## src/rtl/wbqueue_drain.sv

```systemverilog
// Write-back drain stage for the hybrid cache.
//
// Takes write requests from the head of the write-back queue and issues each one to
// the memory write port over a request/acknowledge handshake. If an acknowledge does
// not arrive in time, the request is re-issued up to MAXRETRY times and is then
// dropped. Idle status, sticky error status and a completed-write count go to the
// cache controller.
//
// Ports:
//   clk             clock; all logic on the rising edge
//   reset           synchronous, active-high
//   queue_out       queue head, packed {be, addr, data}
//   queue_not_empty queue head valid
//   queue_pop       one-cycle pop; the queue advances at the next edge
//   mem_wr          write request, held until acknowledged or timed out
//   mem_addr        registered write address
//   mem_wdata       registered write data
//   mem_be          registered byte enables
//   mem_ack         single-cycle acknowledge, only honoured while mem_wr=1
//   drain_idle      nothing in flight and queue empty
//   drain_error     sticky; set when an entry is dropped
//   write_count     acknowledged writes, wraps at 16 bits
module wbqueue_drain #(
  parameter int unsigned ADDRBITS    = 32,
  parameter int unsigned DATABITS    = 32,
  parameter int unsigned BEBITS      = DATABITS / 8,
  parameter int unsigned TIMEOUTBITS = 8,
  parameter int unsigned MAXRETRY    = 3
) (
  input  logic                                clk,
  input  logic                                reset,
  input  logic [BEBITS+ADDRBITS+DATABITS-1:0] queue_out,
  input  logic                                queue_not_empty,
  output logic                                queue_pop,
  output logic                                mem_wr,
  output logic [ADDRBITS-1:0]                 mem_addr,
  output logic [DATABITS-1:0]                 mem_wdata,
  output logic [BEBITS-1:0]                   mem_be,
  input  logic                                mem_ack,
  output logic                                drain_idle,
  output logic                                drain_error,
  output logic [15:0]                         write_count
);

  localparam int unsigned RetryBits = (MAXRETRY > 0) ? $clog2(MAXRETRY + 1) : 1;

  // The counter holds k in the k-th ISSUE cycle (from 0), so a request that sees no
  // ack while the counter is at this value has spent 2**TIMEOUTBITS-1 cycles in ISSUE.
  localparam logic [TIMEOUTBITS-1:0] TmoLast =
      TIMEOUTBITS'((64'd1 << TIMEOUTBITS) - 64'd2);
  localparam logic [RetryBits-1:0] RetryMax = RetryBits'(MAXRETRY);

  typedef enum logic [1:0] {
    StIdle,
    StIssue,
    StRetry
  } state_e;

  state_e                 state_q;
  logic [TIMEOUTBITS-1:0] tmo_q;
  logic [RetryBits-1:0]   retry_q;

  always_comb begin
    queue_pop  = ((state_q == StIdle) || ((state_q == StIssue) && mem_ack)) &&
                 queue_not_empty && !reset;
    drain_idle = (state_q == StIdle) && !queue_not_empty;
  end

  always_ff @(posedge clk) begin
    if (reset) begin
      state_q     <= StIdle;
      tmo_q       <= '0;
      retry_q     <= '0;
      mem_wr      <= 1'b0;
      mem_addr    <= '0;
      mem_wdata   <= '0;
      mem_be      <= '0;
      drain_error <= 1'b0;
      write_count <= '0;
    end else begin
      case (state_q)
        StIdle: begin
          if (queue_not_empty) begin
            {mem_be, mem_addr, mem_wdata} <= queue_out;
            mem_wr  <= 1'b1;
            tmo_q   <= '0;
            retry_q <= '0;
            state_q <= StIssue;
          end
        end
        StIssue: begin
          // An ack in the timeout cycle still counts as success.
          if (mem_ack) begin
            write_count <= write_count + 16'd1;
            tmo_q       <= '0;
            retry_q     <= '0;
            if (queue_not_empty) begin
              // Back-to-back: the head was popped this cycle, mem_wr stays high.
              {mem_be, mem_addr, mem_wdata} <= queue_out;
            end else begin
              mem_wr  <= 1'b0;
              state_q <= StIdle;
            end
          end else if (tmo_q == TmoLast) begin
            tmo_q  <= '0;
            mem_wr <= 1'b0;
            if (retry_q < RetryMax) begin
              retry_q <= retry_q + RetryBits'(1);
              state_q <= StRetry;
            end else begin
              retry_q     <= '0;
              drain_error <= 1'b1;
              state_q     <= StIdle;
            end
          end else begin
            tmo_q <= tmo_q + TIMEOUTBITS'(1);
          end
        end
        StRetry: begin
          // One cycle with mem_wr low, request fields held.
          mem_wr  <= 1'b1;
          state_q <= StIssue;
        end
        default: begin
          mem_wr  <= 1'b0;
          state_q <= StIdle;
        end
      endcase
    end
  end

endmodule

```

## config.mk

```make
export PLATFORM = sky130hd
export DESIGN_NAME = wbqueue_drain
export DESIGN_NICKNAME = d
export VERILOG_FILES = /design/src/rtl/wbqueue_drain.sv
export SDC_FILE = /design/constraint.sdc
export NUM_CORES = 1
export LEC_CHECK = 0
export BUFFER_PORTS_ARGS = -buffer_cell sky130_fd_sc_hd__buf_2
export CORE_ASPECT_RATIO = 0.7
export CORE_MARGIN = 5
export CORE_UTILIZATION = 43
export CTS_CLUSTER_DIAMETER = 50
export DETAILED_ROUTE_END_ITERATION = 12
export PLACE_DENSITY = 0.76
export SYNTH_ARGS = -nofsm -noshare
export SYNTH_HDL_FRONTEND = slang
export SYNTH_SLANG_ARGS = --single-unit
export TNS_END_PERCENT = 20
```

## constraint.sdc

```tcl
create_clock -name clk -period 1.84 [get_ports clk]
set_clock_uncertainty 0.05 [all_clocks]
set_input_delay 0.368 -clock clk [delete_from_list [all_inputs] [get_ports clk]]
set_output_delay 0.368 -clock clk [all_outputs]
set_load 0.05 [all_outputs]
```

; Yosys cells after proc, flatten, opt, wreduce, memory -nomap -nowiden
; Index checks and enable logic that the tools add are counted.
[totals]
inputBits = 72
out_inout_bits = 88
ff_bits = 98
[op_classes]
addsub = 3
order_cmp = 1
n_reduce_logical = 15
muxes = 29
n_eq_ne = 7
bitwise_logic = 2
[op_table]
columns = cell, n
row1 = 32-bit 2-to-1 mux, 4
row2 = 32-bit case mux with 2 select lines, 2
row3 = 8-bit 2-to-1 mux, 3
row4 = 2-bit 2-to-1 mux, 9
row5 = "16-bit by 1-bit adder with 16-bit output, second input constant", 1
row6 = 8-bit case mux with 2 select lines, 1
row7 = "8-bit by 1-bit adder with 8-bit output, second input constant", 1
row8 = "8-bit equality test, second input constant", 1
row9 = 4-bit 2-to-1 mux, 2
row10 = 4-bit case mux with 2 select lines, 1
row11 = 2-bit case mux with 3 select lines, 1
row12 = 2-bit AND reduction, 3
row13 = 3-bit AND reduction, 2
row14 = 1-bit logical AND, 4
row15 = 1-bit 2-to-1 mux, 4
row16 = "2-bit inequality test, second input constant", 2
row17 = 2-bit case mux with 2 select lines, 1
row18 = 4-bit AND reduction, 1
row19 = "3-bit by 2-bit inequality test with 1-bit output, second input constant", 1
row20 = "3-bit inequality test, second input constant", 1
row21 = 1-bit case mux with 3 select lines, 1
row22 = "2-bit by 1-bit adder with 2-bit output, second input constant", 1
row23 = "2-bit by 1-bit equality test with 1-bit output, second input constant", 1
row24 = "2-bit equality test, second input constant", 1
row25 = other kinds (6), 8

; Depth between registers and ports, before layout
[logic_depth]
word_depth = 5
mapped_depth = 8
mapped_depth_nobuf = 6

; Worst setup path before layout
; OpenSTA, ideal clock, no wires.
[synth_path]
kind = register -> register
from = register write_count[4]
to = register write_count[15]
synth_period_minus_slack_ns = 2.213
setup_slack_ns = -0.373
arrival_time_ns = 2.040
path_stages_with_launch = 5
n_path_buf = 0
required_time_ns = 1.667
cell_sequence = dfxtp_1 -> nand4_2 -> or4_4 -> nor4_4 -> mux2_1
[synth_between]
elab_chain_cells = 1
[synth_lines]
columns = item, line
row1 = "start, declared", 42  ; output logic [15:0] write_count
row2 = "start signal, assigned", 94  ; write_count <= write_count + 16'd1;
row3 = 16-bit by 1-bit adder with 16-bit output, 94
; No other way between the ends.
; A chain may end at the register's enable or synchronous reset.

; Worst setup path in the final report
[layout_path]
from = register state_q[1]
to = register write_count[15]
[layout_between]
elab_chain_cells = 2
[layout_lines]
columns = item, line
row1 = "start, declared", 59  ; state_e state_q;
row2 = "start signal, assigned", 71  ; state_q <= StIdle;
row3 = "start signal, assigned", 88  ; state_q <= StIssue;
row4 = "start signal, assigned", 102  ; state_q <= StIdle;
row5 = 2-bit by 1-bit equality test with 1-bit output, 81  ; case (state_q)
row6 = 2-bit AND reduction (no source line), n/a
; No other way between the ends.

==> flow_metrics.tcl <==
set metrics [dict create \
    status "finished clean" \
    overflow 0 \
    grt_pass1_vias 3297 \
    power_density_nw_per_um2 991 \
    regArea_um2 1980 \
    synth-main-ff-cell "dfxtp_1" \
    synth-seq-cells 98 \
    synth_edf_count 0 \
    vdd_drop_max_v 0.000530 \
    worstPathCellList "nand3b_4, or4_4, nor4_4, mux2_1" \
    synth_area_leaders "dfxtp_1 52%, nand2_1 15%, a21oi_1 9.9%, nor2_1 2.7%, clkbuf_1 2.3%" \
    routed_wl_mm 9.97 \
    drc 0 \
    via_per_inst 4.81 \
    diodes 0 \
    crit_required_ps 2020 \
    period_share_pct 96.7 \
    die_h_um 88.2 \
    grt_max_degree 52 \
    crit_buf_inv 0 \
    core_area_um2 8480 \
    grt_pass1_wl_mm 15.7 \
    yosys_warnings 0 \
    rsz0062_at_grt "true" \
    htreeDepth 3 \
    die_w_um 122 \
    drv_slew 0 \
    postSynthAreaPerCell_um2 8.18 \
    synth_top_cell_area_share_pct 52.3 \
    cp-end-kind "flip-flop" \
    period_minus_slack_ps 1780 \
    cts_hold_buf 0 \
    port_buffers 159 \
    post-route-util_pct 60.7 \
    whs_ps 210 \
    drt_pass1_iterations 4 \
    ctsLongestPathBuffers 2 \
    globalplace.congestion 0.826 \
    rows 28 \
    max_freq_mhz 562 \
    filler_cell_count 750 \
    cp.arrival_ps 1960 \
    start_util_pct 44.3 \
    worst_setup_path_start_kind "flip-flop" \
    cap_violations 0 \
    cp_max_fo 4 \
    hold_viol 0 \
    worstMarginPinSlew_ps 513 \
    drive_above_1_share_pct 34.8 \
    ys_seq_area_share_pct 52.3 \
    antenna_found_initial 0 \
    numCtsBuffers 9 \
    hold_class "in -> reg" \
    syn_area_um2 3750 \
    syn_nets 535 \
    drt_iter0_drc 212 \
    dieArea_um2 10700 \
    multi_input_area_um2 1690 \
    cts_tree "built" \
    dp_hpwl_mm 7.35 \
    critical_path.top_delay_family "simple AND/OR/NAND/NOR gates" \
    leakage_nw 2.39 \
    crit_slowest_cell "or4_4" \
    async_flop_share_pct 0 \
    syn_to_final_growth_pct 37.0 \
    ant_nets 0 \
    io_pins 160 \
    synth_area_leader_cell "dfxtp_1" \
    cts.sinks 98 \
    max_slew_margin_pct 65.8 \
    clk_pin_slew_worst_paths_ps 70 \
    setup_viol 0 \
    cts_root_buf "clkbuf_16" \
    track_usage_pct 18.3 \
    criticalPathCategory "reg -> reg" \
    routedWlPerCell_um 13.4 \
    post_cts_buffers 0 \
    num_vias 3585 \
    insertion_delay_ps 340 \
    nets 697 \
    synthCells 459 \
    cpPeakStageDelay_ps 590 \
    synth.distinct_cells 41 \
]
## tightest hold or removal path: stages
cell	delay, ps
buf_2	90
nand2_1	40
a21oi_1	50
## synthesized netlist by cell type (2+ instances only)
| master | count |
|---|---|
| nand2_1 | 145 |
| dfxtp_1 | 98 |
| a21oi_1 | 74 |
| nor2_1 | 27 |
| clkbuf_1 | 23 |
| nand3_1 | 9 |
| xor2_1 | 8 |
| nor3_1 | 7 |
| xnor2_1 | 7 |
| inv_1 | 6 |
| o21ai_0 | 5 |
| buf_2 | 4 |
| ha_1 | 4 |
| nor2b_1 | 4 |
| and3_1 | 3 |
| nand4_1 | 3 |
| or3_1 | 3 |
| or4_1 | 3 |
| mux2_1 | 2 |
| o21bai_1 | 2 |
| o31ai_1 | 2 |
## path summary, 6_finish.rpt
kind                 start               to  slack (ps)  cells past startpoint
max             state_q[1]  write_count[15]          60                      4
min          queue_out[40]      mem_addr[8]         210                      3
max reg2reg     state_q[1]  write_count[15]          60                      4
min reg2reg   mem_addr[28]     mem_addr[28]         400                      2
## registers in the layout (all words and copies together), names as in the netlist
register,cells
state_q,2
mem_wr,1
mem_wdata,32
mem_addr,32
mem_be,4
tmo_q,8
drain_error,1
retry_q,2
write_count,16
## cell type report
cell class | count | area share [%]
sequential | 98 | 38.4
multi-input combinational | 327 | 32.9
timing repair buffer | 179 | 19.1
clock buffer | 11 | 4.53
tap | 120 | 2.92
clock inverter | 5 | 1.70
inverter | 6 | 0.438
## through the flow
step / instances / power (mW) / setup TNS (ps) / cell area [µm²] / setup slack (ps)
2_1_floorplan: 459 / 2.88 / -682 / 3770 / -150
3_3_place_gp: 730 / 3.12 / 0 / 4780 / 26.5
5_1_grt: 746 / 5.33 / 0 / 5140 / 2.54
3_5_place_dp: 730 / 3.14 / 0 / 4780 / 2.49
4_1_cts: 746 / 5.16 / 0 / 5120 / 36.3
6_report: 746 / 5.10 / 0 / 5140 / 61.4
## layout by cell type (no fill, tap or decap), types with 2 or more instances in the layout
| cell | n |
|---|---|
| nor2_1 | 26 |
| o21bai_1 | 2 |
| inv_1 | 6 |
| xor2_1 | 8 |
| nor3_1 | 5 |
| ha_1 | 4 |
| nor2b_1 | 4 |
| a21oi_1 | 73 |
| o21ai_0 | 5 |
| xnor2_1 | 7 |
| nand2_1 | 145 |
| buf_12 | 2 |
| nand4_1 | 3 |
| clkbuf_16 | 9 |
| or3_1 | 3 |
| nor3_2 | 2 |
| and3_1 | 2 |
| nand3_1 | 8 |
| dfxtp_2 | 8 |
| mux2_1 | 2 |
| or4_1 | 2 |
| o31ai_1 | 2 |
| clkbuf_1 | 2 |
| buf_4 | 18 |
| or4_4 | 2 |
| bufinv_16 | 2 |
| buf_2 | 158 |
| dfxtp_1 | 89 |
## cells by family after synthesis
logic type / Yosys count / synth area share (%)
buf+inv: 34 / 3.63
xor+xnor: 15 / 3.50
compound gates: 89 / 12.7
simple gates: 215 / 25.3
flops: 98 / 52.3
mux: 4 / 1.17
fa+ha+maj: 4 / 1.33
## metal layers
| layer | vias to the layer above | global-route usage [%] | wire (µm) |
|---|---|---|---|
| li1 | 1835 | - | - |
| met1 | 1603 | 23.1 | 4500 |
| met2 | 134 | 29.6 | 4380 |
| met3 | 13 | 6.20 | 986 |
| met4 | 0 | 6.41 | 107 |
| met5 | - | 0 | 0 |
## power by group
| group | leakage (nW) | switching, mW | internal, mW |
|---|---|---|---|
| combinational | 1.43 | 0.595 | 0.231 |
| clock | 0.152 | 0.796 | 1.20 |
| sequential | 0.807 | 0.0524 | 2.22 |
## timing repair
action	CTS	global route
resized for setup	4	5
pin swaps	0	3
endpoints found under the setup margin	1	6
Power figures use the tool's default switching activity.
